===== src/rtl/decoder_xx6812.sv =====
// xx6812 one-wire stream decoder: measures synchronized high widths to
// recover bits, captures the first 24-bit word after each latch gap and
// forwards the rest of the frame downstream.
module decoder_xx6812 #(
  parameter int HIGH_THRESHOLD = 7,
  parameter int MAX_HIGH       = 20,
  parameter int RESET_CYCLES   = 600
) (
  input  logic        clock,
  input  logic        reset,
  input  logic        serial_data_in,
  output logic [23:0] parallel_data_out,
  output logic        data_valid,
  output logic        frame_end,
  output logic        error,
  output logic        serial_data_out
);

  typedef enum logic [1:0] {IDLE, HIGH, LOW, ERROR} state_t;

  localparam logic [7:0]  HI_THR = 8'(HIGH_THRESHOLD);
  localparam logic [7:0]  HI_MAX = 8'(MAX_HIGH);
  localparam logic [7:0]  HI_SAT = 8'(MAX_HIGH + 1);
  localparam logic [15:0] LO_GAP = 16'(RESET_CYCLES);

  // Saturating increments keep long pulses and long gaps from wrapping.
  function automatic logic [7:0] sat_inc8(input logic [7:0] v, input logic [7:0] lim);
    return (v >= lim) ? lim : v + 8'd1;
  endfunction

  function automatic logic [15:0] sat_inc16(input logic [15:0] v);
    return (v == 16'hFFFF) ? v : v + 16'd1;
  endfunction

  state_t      state_q, state_d;
  logic        sync1_q, sync1_d, s_q, s_d, sdly_q, sdly_d;
  logic [7:0]  high_q, high_d;
  logic [15:0] low_q, low_d;
  logic [4:0]  bitcnt_q, bitcnt_d;
  logic [23:0] shreg_q, shreg_d;
  logic [23:0] pout_q, pout_d;
  logic        dv_q, dv_d, fe_q, fe_d, err_q, err_d, fwd_q, fwd_d;
  logic        new_bit, rise;

  assign rise = s_q & ~sdly_q;

  // Next-state, counters, word assembly and output pulses.
  always_comb begin
    sync1_d  = serial_data_in;
    s_d      = sync1_q;
    sdly_d   = s_q;
    state_d  = state_q;
    high_d   = high_q;
    low_d    = low_q;
    bitcnt_d = bitcnt_q;
    shreg_d  = shreg_q;
    pout_d   = pout_q;
    fwd_d    = fwd_q;
    dv_d     = 1'b0;
    fe_d     = 1'b0;
    err_d    = 1'b0;
    new_bit  = 1'b0;
    case (state_q)
      IDLE: begin
        if (rise) begin
          state_d = HIGH;
          high_d  = 8'd1;
        end
      end
      HIGH: begin
        if (high_q > HI_MAX) begin
          err_d    = 1'b1;
          state_d  = ERROR;
          bitcnt_d = '0;
          shreg_d  = '0;
          low_d    = '0;
        end else if (!s_q) begin
          new_bit = (high_q >= HI_THR);
          shreg_d = {shreg_q[22:0], new_bit};
          low_d   = 16'd1;
          state_d = LOW;
          if (bitcnt_q == 5'd23) begin
            bitcnt_d = '0;
            if (!fwd_q) begin
              pout_d = {shreg_q[22:0], new_bit};
              dv_d   = 1'b1;
              fwd_d  = 1'b1;
            end
          end else begin
            bitcnt_d = bitcnt_q + 5'd1;
          end
        end else begin
          high_d = sat_inc8(high_q, HI_SAT);
        end
      end
      LOW: begin
        if (low_q >= LO_GAP) begin
          fe_d     = 1'b1;
          state_d  = IDLE;
          bitcnt_d = '0;
          shreg_d  = '0;
          fwd_d    = 1'b0;
          low_d    = '0;
          high_d   = '0;
        end else if (rise) begin
          state_d = HIGH;
          high_d  = 8'd1;
        end else if (!s_q) begin
          low_d = sat_inc16(low_q);
        end
      end
      default: begin  // ERROR: wait for a full latch gap
        if (low_q >= LO_GAP) begin
          fe_d     = 1'b1;
          state_d  = IDLE;
          bitcnt_d = '0;
          shreg_d  = '0;
          fwd_d    = 1'b0;
          low_d    = '0;
          high_d   = '0;
        end else if (s_q) begin
          low_d = '0;
        end else begin
          low_d = sat_inc16(low_q);
        end
      end
    endcase
  end

  // State register with asynchronous active-low reset.
  always_ff @(posedge clock or negedge reset) begin
    if (!reset) begin
      state_q  <= IDLE;
      sync1_q  <= 1'b0;
      s_q      <= 1'b0;
      sdly_q   <= 1'b0;
      high_q   <= '0;
      low_q    <= '0;
      bitcnt_q <= '0;
      shreg_q  <= '0;
      pout_q   <= '0;
      fwd_q    <= 1'b0;
      dv_q     <= 1'b0;
      fe_q     <= 1'b0;
      err_q    <= 1'b0;
    end else begin
      state_q  <= state_d;
      sync1_q  <= sync1_d;
      s_q      <= s_d;
      sdly_q   <= sdly_d;
      high_q   <= high_d;
      low_q    <= low_d;
      bitcnt_q <= bitcnt_d;
      shreg_q  <= shreg_d;
      pout_q   <= pout_d;
      fwd_q    <= fwd_d;
      dv_q     <= dv_d;
      fe_q     <= fe_d;
      err_q    <= err_d;
    end
  end

  assign parallel_data_out = pout_q;
  assign data_valid        = dv_q;
  assign frame_end         = fe_q;
  assign error             = err_q;
  assign serial_data_out   = s_q & fwd_q;

endmodule


===== config.mk =====
export PLATFORM = sky130hd
export DESIGN_NAME = decoder_xx6812
export DESIGN_NICKNAME = d
export VERILOG_FILES = /design/src/rtl/decoder_xx6812.sv
export SDC_FILE = /design/constraint.sdc
export NUM_CORES = 1
export LEC_CHECK = 0
export CAP_MARGIN = 25
export CORE_MARGIN = 3
export CORE_UTILIZATION = 62
export CTS_CLUSTER_SIZE = 20
export DETAILED_ROUTE_END_ITERATION = 7
export PLACE_DENSITY_LB_ADDON = 0.25
export REMOVE_ABC_BUFFERS = 1
export SYNTH_ARGS = -nofsm -noshare
export SYNTH_HDL_FRONTEND = slang
export SYNTH_SLANG_ARGS = --single-unit
export TNS_END_PERCENT = 1

===== constraint.sdc =====
create_clock -name clock -period 4.1 [get_ports clock]
set_clock_uncertainty 0.2 [all_clocks]
set_input_delay 0.615 -clock clock [delete_from_list [all_inputs] [get_ports clock]]
set_output_delay 0.615 -clock clock [all_outputs]
set_load 0.01 [all_outputs]

Word level (Yosys, flattened, before mapping)
Cells that the tools add are included.
W data, S select, Z words.
- register bits: 85
- input port bits: 3
- output and inout port bits: 28
- logic and storage cells: 93
- add/subtract/negate cells: 3
- order comparisons: 4
- equal/unequal tests: 11
- mux-type cells: 45
- bitwise logic cells: 7
- reductions and logical operators: 10
- operators with widths (cell ; number):
    $mux W16 ; 8
    $mux W23 ; 3
    $mux W8 ; 6
    $pmux W16 S3 ; 1
    $pmux W23 S2 ; 1
    $pmux W8 S3 ; 1
    $mux W5 ; 4
    $add A16 B1 Y16 const B ; 1
    $eq A16 B16 Y1 const B ; 1
    $ge A16 B10 Y1 const B ; 1
    $mux W1 ; 13
    $mux W2 ; 5
    $pmux W5 S2 ; 1
    $reduce_and A5 Y1 ; 2
    $ne A3 B3 Y1 const B ; 3
    $add A8 B1 Y8 const B ; 1
    $ge A8 B3 Y1 const B ; 1
    $ge A8 B5 Y1 const B ; 1
    $gt A8 B5 Y1 const B ; 1
    $ne A2 B2 Y1 const B ; 4
    $pmux W2 S3 ; 1
    $reduce_and A3 Y1 ; 2
    $add A5 B1 Y5 const B ; 1
    $eq A5 B5 Y1 const B ; 1
    other kinds (11) ; 16

Longest topological paths before layout
Gate-level depths: netlist of the first run.
- depth after elaboration: 6
- gate-level depth with buffers: 10
- mapped depth without buffers: 8

Worst setup path after synthesis of the first run
Ideal clock, no wire load.
- path kind: reg-to-reg
- from: register high_q[0]
- to: register pout_q[13] (netlist: parallel_data_out[13])
- library setup time: 0.127 ns
- data arrival time: 2.068 ns
- setup slack: 1.704 ns
- stages on the path, launching flop included: 10
- clock period less this slack: 2.396 ns
- path through: dfrtp_1 > inv_1 > ha_1 > nor2b_1 > o21ai_2 > nand3_2 > or4_1 > buf_2 > buf_6 > mux2_1
- cells in the longest elaborated chain, start to end: 3
- ends and longest elaborated chain (what ; RTL line ; RTL):
    start, declared ; 37 ; logic [7:0] high_q, high_d;
    start signal, assigned ; 151 ; high_q <= high_d;
    $gt A8 B5 Y1 ; 71 ; if (high_q > HI_MAX) begin
    $not A1 Y1 (no source line) ; - ;
    $reduce_and A5 Y1 (no source line) ; - ;
    end signal, assigned ; 155 ; pout_q <= pout_d;
    end, declared ; 41 ; logic [23:0] pout_q, pout_d;
No other way between the ends.
A chain may end at the register's enable or synchronous reset.

Worst setup path in the final report of the first run
- from: register state_q[1]
- to: register bitcnt_q[3]
- cells in the longest elaborated chain, start to end: 3
- elaborated cells between the ends (all ways): 7
- classes of those cells: eq/ne: 2; mux: 1; bitwise: 1; reduce/logical: 3
- ends and longest elaborated chain (what ; RTL line ; RTL):
    start, declared ; 35 ; state_t state_q, state_d;
    start signal, assigned ; 147 ; state_q <= state_d;
    $eq A2 B1 Y1 / $logic_not A2 Y1 (equally long branches) ; 63 ; case (state_q)
    $ne A3 B3 Y1 (no source line) (tied with other cells) ; - ;
    $reduce_and A3 Y1 (no source line) ; - ;
    end signal, assigned ; 153 ; bitcnt_q <= bitcnt_d;
    end, declared ; 39 ; logic [4:0] bitcnt_q, bitcnt_d;
Parallel ways exist; a longest one is shown, timed or not.

==> run_results.csv, run 1 <==
group,metric,value,unit
synth,synth_flop_cell,"dfrtp_1",
finish,multi_input_area,0.001617,mm2
hold_path,min_path_type,"reg -> reg",
synth,syn_area_per_cell,10.48,um2
synth,synth_commonest_cells,"dfrtp_1 (85), nand2_1 (62), nand3_1 (33)",
setup_path,critPathLaunchType,"flip-flop",
clocking,postCtsResizedCells,0,
run,drv_cap,0,
finish,post-route-util,74.39,%
routing,wirelength,7.597,mm
sta,fmax,338.8,MHz
routing,post-route-drc-count,0,
synth,synth_seq_cells,85,
setup_path,crit_required,4.14,ns
clocking,cts_sinks,85,
synth,yosys_warnings,0,
pwr,power_density,476.0,mW/mm2
sta,slew_headroom,30.18,%
setup_path,slowest_stage,"a21o_1",
global_route,grt_usage,22.94,%
floorplanning,rows,28,
synth,syn-cell-area,0.003879,mm2
global_route,grt_overflow,0,
clocking,path_clk_slew,0.08,ns
clocking,tritoncts,"done",
sta,finalHoldViolations,0,
pwr,seqPwrFrac,44.2,%
placed_design,hpwlAfterDp,5.015,mm
setup_path,cp_cell_sequence,"inv_1, ha_1, and3_1, a21o_1, or4_1, nand3_1",
global_route,grt_pass1_wl,13.23,mm
routing,dr.pass1.iters,5,
clocking,hold_buffers,0,
synth,synth.area.top_cells,"dfrtp_1 (55%), mux2_2 (6.1%), nand2_1 (6.0%)",
sta,setup_viol,0,
placed_design,dpl_worst_slack,1.143,ns
sta,min_period_over_period,71.99,%
synth,synth_edf_count,0,
setup_path,worstPathMaxFanout,32,
routing,drt_iter0_markers,255,
setup_path,slowest_delay,0.83,ns
floorplanning,ioPinCount,31,
synth,ys_types,46,
finish,area_delta_synth_final,14.90,%
placed_design,place.gp.congestion,0.9097,
routing,via_count,2849,
floorplanning,dieArea,0.007241,mm2
global_route,grt_pass1_vias,2763,
sta,worst_pin_slew,1.034,ns
pwr,switchingPower,0.0007596,W
synth,yosys.cell_count.top_type,"dfrtp_1",
pwr,internal-power,0.001362,W
global_route,grt_max_degree,86,
setup_path,arrival,2.99,ns
clocking,cts_buffers,9,
finish,fillers,406,
routing,via_per_inst,5.948,
pwr,combPwrFrac,27.8,%
pwr,power_frac_clock,27.9,%
finish,num_antenna_cells,0,
clocking,cts_max_level,3,
clocking,clock-root-buffer,"clkbuf_8",
pwr,switching_share,35.80,%
synth,synthArstFlopShare,100.0,%
floorplanning,core_area,0.005991,mm2
finish,final_nets,413,
outcome,status,"complete, no violations",
synth,yosysSeqAreaShare,54.84,%
sta,drv_slew,0,
floorplanning,chipHeight,85.10,um
pwr,vdd_ir_drop_max,0.3163,mV
synth,synth_top_area_cell,"dfrtp_1",
clocking,postCtsSetupRepairBufs,0,
sta,setup_tns,0,ns
finish,drive_above_1_share,11.88,%
placed_design,io_buffers,30,
sta,period_minus_slack,2.952,ns
routing,post_drt_wl_per_cell,15.86,um
synth,synthCells,370,
pwr,leakage,2.202,nW
setup_path,crit_type,"reg -> reg",
floorplanning,die_x,85.10,um
floorplanning,initial_utilization,64.75,%
synth,synth_top_area_share,54.84,%
finish,area.sequential,0.002127,mm2
clocking,clock_latency,0.35,ns
routing,postRouteAntennaNets,0,
sta,rsz0062_at_grt,"no",
setup_path,end_kind,"flip-flop",
global_route,antenna_found_initial,0,
sta,finalWorstSetupSlack,1.148,ns
clocking,clk_path_buf_depth,2,
sta,holdWs,0.1554,ns
[cell type report]
type	instances	share of cell area [%]
clock buffers	10	3.088
clock inverters	5	1.348
inverters	15	1.263
multi-input cells	254	36.27
flip-flops and latches	85	47.73
well taps	75	2.106
repair buffers	35	8.198
[cell families (layout without fill, tap and decap cells)]
family                   Yosys count  in the layout  synth area share [%]
AO/OA/AOI/OAI                     55             55                 9.936
XOR/XNOR                           7              7                 1.581
adder cells (fa/ha/maj)           10             10                 3.226
buffers and inverters             31             65                 3.484
flip-flops                        85             85                 54.84
multiplexers                      24             24                 7.064
AND/OR/NAND/NOR                  158            158                 19.87
[state kept, by name, summed over array words and instances, names as in the netlist]
signal,cells
parallel_data_out,24
shreg_q,23
low_q,16
high_q,8
bitcnt_q,5
state_q,2
data_valid,1
error,1
frame_end,1
fwd_q,1
s_d,1
s_q,1
sdly_q,1
[per-layer routing]
metal  up-vias  track usage, %  share of wire, %
li1       1351               -                 -
met1      1396           31.74                45
met2        91           36.37                50
met3        11           4.369               3.9
met4         0           8.489               1.2
met5         -               0                 0
[layout by cell type (no fill, tap or decap), drive strengths merged, types with 3 or more instances in the layout]
cell,synthesis,layout
and2,9,9
clkinv,0,3
dfrtp,85,85
nand2,62,62
nor3,5,5
a31oi,6,6
a211oi,3,3
o21ai,13,13
o32ai,4,4
clkbuf,11,10
o22a,3,3
mux2,24,24
a21o,4,4
nor2b,7,7
buf,5,5
inv,15,16
ha,10,10
nor2,19,19
nand4,7,7
a21oi,9,9
xor2,7,7
clkdlybuf4s50,0,29
nand3,34,34
nand4b,3,3
[path summary, 6_finish.rpt]
check                           start     endpoint  slack, ns  depth (start not counted)
hold reg to reg                   s_d          s_q       0.16                          0
max in group asynchronous       reset   shreg_q[7]       2.64                          3
setup / recovery           state_q[1]  bitcnt_q[3]       1.15                          6
min in group asynchronous       reset     low_q[6]       0.47                          2
hold / removal                    s_d          s_q       0.16                          0
setup reg to reg           state_q[1]  bitcnt_q[3]       1.15                          6
[metrics by stage]
| step | total power (W) | std cells | instance area, um2 |
|---|---|---|---|
| 4_1_cts | 0.002120 | 476 | 4404 |
| 6_report | 0.002122 | 479 | 4457 |
| 2_1_floorplan | 0.001358 | 354 | 3800 |
| 5_1_grt | 0.002256 | 479 | 4457 |
| 3_5_place_dp | 0.001527 | 461 | 4207 |
| 3_3_place_gp | 0.001504 | 461 | 4207 |
[worst max-delay path: cells and delay by family (launching register included)]
family,cells,cell delay [ns]
AOI/OAI and AO/OA,1,0.83
buffers and inverters,1,0.10
DFF,1,0.44
adders and majority gates,1,0.37
and+or+nand+nor,3,0.87
[power groups by stage]
| stage | Combinational [W] | Sequential [W] | Clock, W |
|---|---|---|---|
| global route | 0.000670 | 0.000950 | 0.000637 |
| CTS | 0.000583 | 0.000937 | 0.000601 |
| detailed placement | 0.000574 | 0.000953 | 0 |
| global placement | 0.000555 | 0.000949 | 0 |
| finish | 0.000591 | 0.000939 | 0.000593 |
| floorplan | 0.000418 | 0.000940 | 0 |
(Power assumes the default switching activity.)
==> inputs of run 2 (changes only) <==
--- a/config.mk
+++ b/config.mk
@@ -7,7 +7,7 @@
 export LEC_CHECK = 0
 export CAP_MARGIN = 25
 export CORE_MARGIN = 3
-export CORE_UTILIZATION = 62
+export CORE_UTILIZATION = 58
 export CTS_CLUSTER_SIZE = 20
 export DETAILED_ROUTE_END_ITERATION = 7
 export PLACE_DENSITY_LB_ADDON = 0.25
==> constraint.sdc (replaced) <==
create_clock -name clock -period 2.8 [get_ports clock]
set_clock_uncertainty 0.2 [all_clocks]
set_input_delay 0.42 -clock clock [delete_from_list [all_inputs] [get_ports clock]]
set_output_delay 0.42 -clock clock [all_outputs]
set_load 0.01 [all_outputs]
==> run_results.csv, run 2 (same netlist as run 1, synthesis figures left out) <==
group,metric,value,unit
clocking,clock_latency,0.35,ns
outcome,status,"complete, no violations",
setup_path,crit_required,2.83,ns
setup_path,critPathLaunchType,"flip-flop",
sta,drv_slew,0,
global_route,grt_max_degree,49,
placed_design,dpl.cell_count,470,
setup_path,arrival,2.62,ns
routing,post_drt_wl_per_cell,14.91,um
finish,num_antenna_cells,0,
routing,post-route-drc-count,0,
sta,holdWs,0.1784,ns
global_route,grt_use_met3,3.763,%
finish,layout.cells.non_filler,486,
clocking,cts_sinks,85,
finish,final_nets,418,
finish,area_delta_synth_final,15.32,%
routing,dr.pass1.iters,4,
sta,finalWorstSetupSlack,0.2177,ns
clocking,path_clk_slew,0.08,ns
placed_design,place.gp.congestion,0.9181,
global_route,top_usage_layer,"met2",
global_route,grt_pass1_vias,2648,
global_route,grt_util_met1,28.97,%
global_route,antenna_found_initial,0,
finish,fillers,484,
global_route,grt_overflow,0,
sta,min_period_over_period,92.23,%
global_route,grt_usage,20.72,%
pwr,vdd_ir_drop_max,0.4623,mV
finish,area.sequential,0.002127,mm2
sta,fmax,387.2,MHz
finish,multi_input_area,0.001617,mm2
placed_design,dpl_worst_slack,0.2262,ns
sta,worst_pin_slew,0.6036,ns
finish,final_cell_mix,"dfrtp_1 (85), nand2_1 (62), nand3_1 (33)",
routing,via_count,2842,
routing,via_per_inst,5.848,
setup_path,worstPathMaxFanout,26,
floorplanning,initial_utilization,60.39,%
floorplanning,rows,29,
global_route,met2_usage,31.10,%
placed_design,hpwlAfterDp,4.900,mm
floorplanning,dieArea,0.007704,mm2
sta,slew_headroom,59.76,%
clocking,tritoncts,"done",
clocking,clock-root-buffer,"clkbuf_8",
setup_path,crit_type,"reg -> reg",
pwr,leakage,2.213,nW
pwr,power_density,697.1,mW/mm2
finish,largest_reg_flops,24,
routing,wirelength,7.245,mm
clocking,clk_path_buf_depth,2,
clocking,cts_max_level,3,
hold_path,min_path_type,"reg -> reg",
sta,period_minus_slack,2.582,ns
sta,rsz0062_at_grt,"no",
clocking,cts_buffers,9,
run,drv_cap,0,
routing,postRouteAntennaNets,0,
placed_design,io_buffers,30,
clocking,postCtsSetupRepairBufs,0,
sta,finalHoldViolations,0,
finish,layout_commonest_cell,"dfrtp_1",
routing,drt_iter0_markers,137,
floorplanning,core_area,0.006422,mm2
setup_path,end_kind,"flip-flop",
sta,setup_viol,0,
floorplanning,die_x,87.78,um
finish,drive_above_1_share,12.71,%
global_route,grt_pass1_wl,12.46,mm
floorplanning,ioPinCount,31,
floorplanning,chipHeight,87.78,um
==> run 2: cell types whose count changed in the layout (fill, tap and decap cells not counted), sizes merged <==
cell	previous run	this run
buf	5	10
==> run 2: report_power, final <==
group          switching, W  internal, W  leakage [nW]
clock network      0.000427     0.000412        0.0967
logic              0.000605     0.000304         0.945
registers         0.0000768      0.00129          1.17
==> run 2: metal layers <==
layer / wire (um) / vias to the layer above
li1: - / 1372
met1: 3410 / 1400
met2: 3448 / 55
met3: 233 / 15
met4: 153 / 0
met5: 0 / -
==> run 2: through the flow <==
step,setup TNS (ns),util [%],power (W),cell area [um2]
2_1_floorplan,-0.3553,-,0.001989,3800
5_1_grt,0,69.65,0.003326,4473
3_5_place_dp,0,66.55,0.002293,4274
6_report,0,69.65,0.003118,4473
4_1_cts,0,69.65,0.003145,4473
3_3_place_gp,0,66.55,0.002270,4274
==> run 2: layout make-up <==
class                   count  area share, %
clock buffers              10          2.853
clock inverters             5          1.371
inverters                  15          1.259
multi-input cells         254          36.14
flip-flops and latches     85          47.55
well taps                  77          2.154
repair buffers             40          8.671
==> run 2: worst max-delay path, cell delays in order, from the launching register on <==
cell and delay (ns):
dfrtp_1 0.44, inv_1 0.09, ha_1 0.16, nor2b_1 0.05
o21ai_2 0.21, nand3_2 0.18, or4_1 0.51, buf_4 0.27
mux2_1 0.35
==> run 2: final timing paths <==
check | endpoint | slack (ns) | from | depth (start not counted)
max in group asynchronous | shreg_q[0] | 1.37 | reset | 3
worst min-delay path | s_q | 0.18 | s_d | 0
worst min register to register | s_q | 0.18 | s_d | 0
worst max register to register | parallel_data_out[22] | 0.22 | high_q[0] | 8
min in group asynchronous | low_q[5] | 0.42 | reset | 2
worst max-delay path | parallel_data_out[22] | 0.22 | high_q[0] | 8
==> run 2: what timing repair did <==
action                                 CTS  global route
resized for setup                        0             0
endpoints found under the hold margin   47             0
hold buffers                             1             0
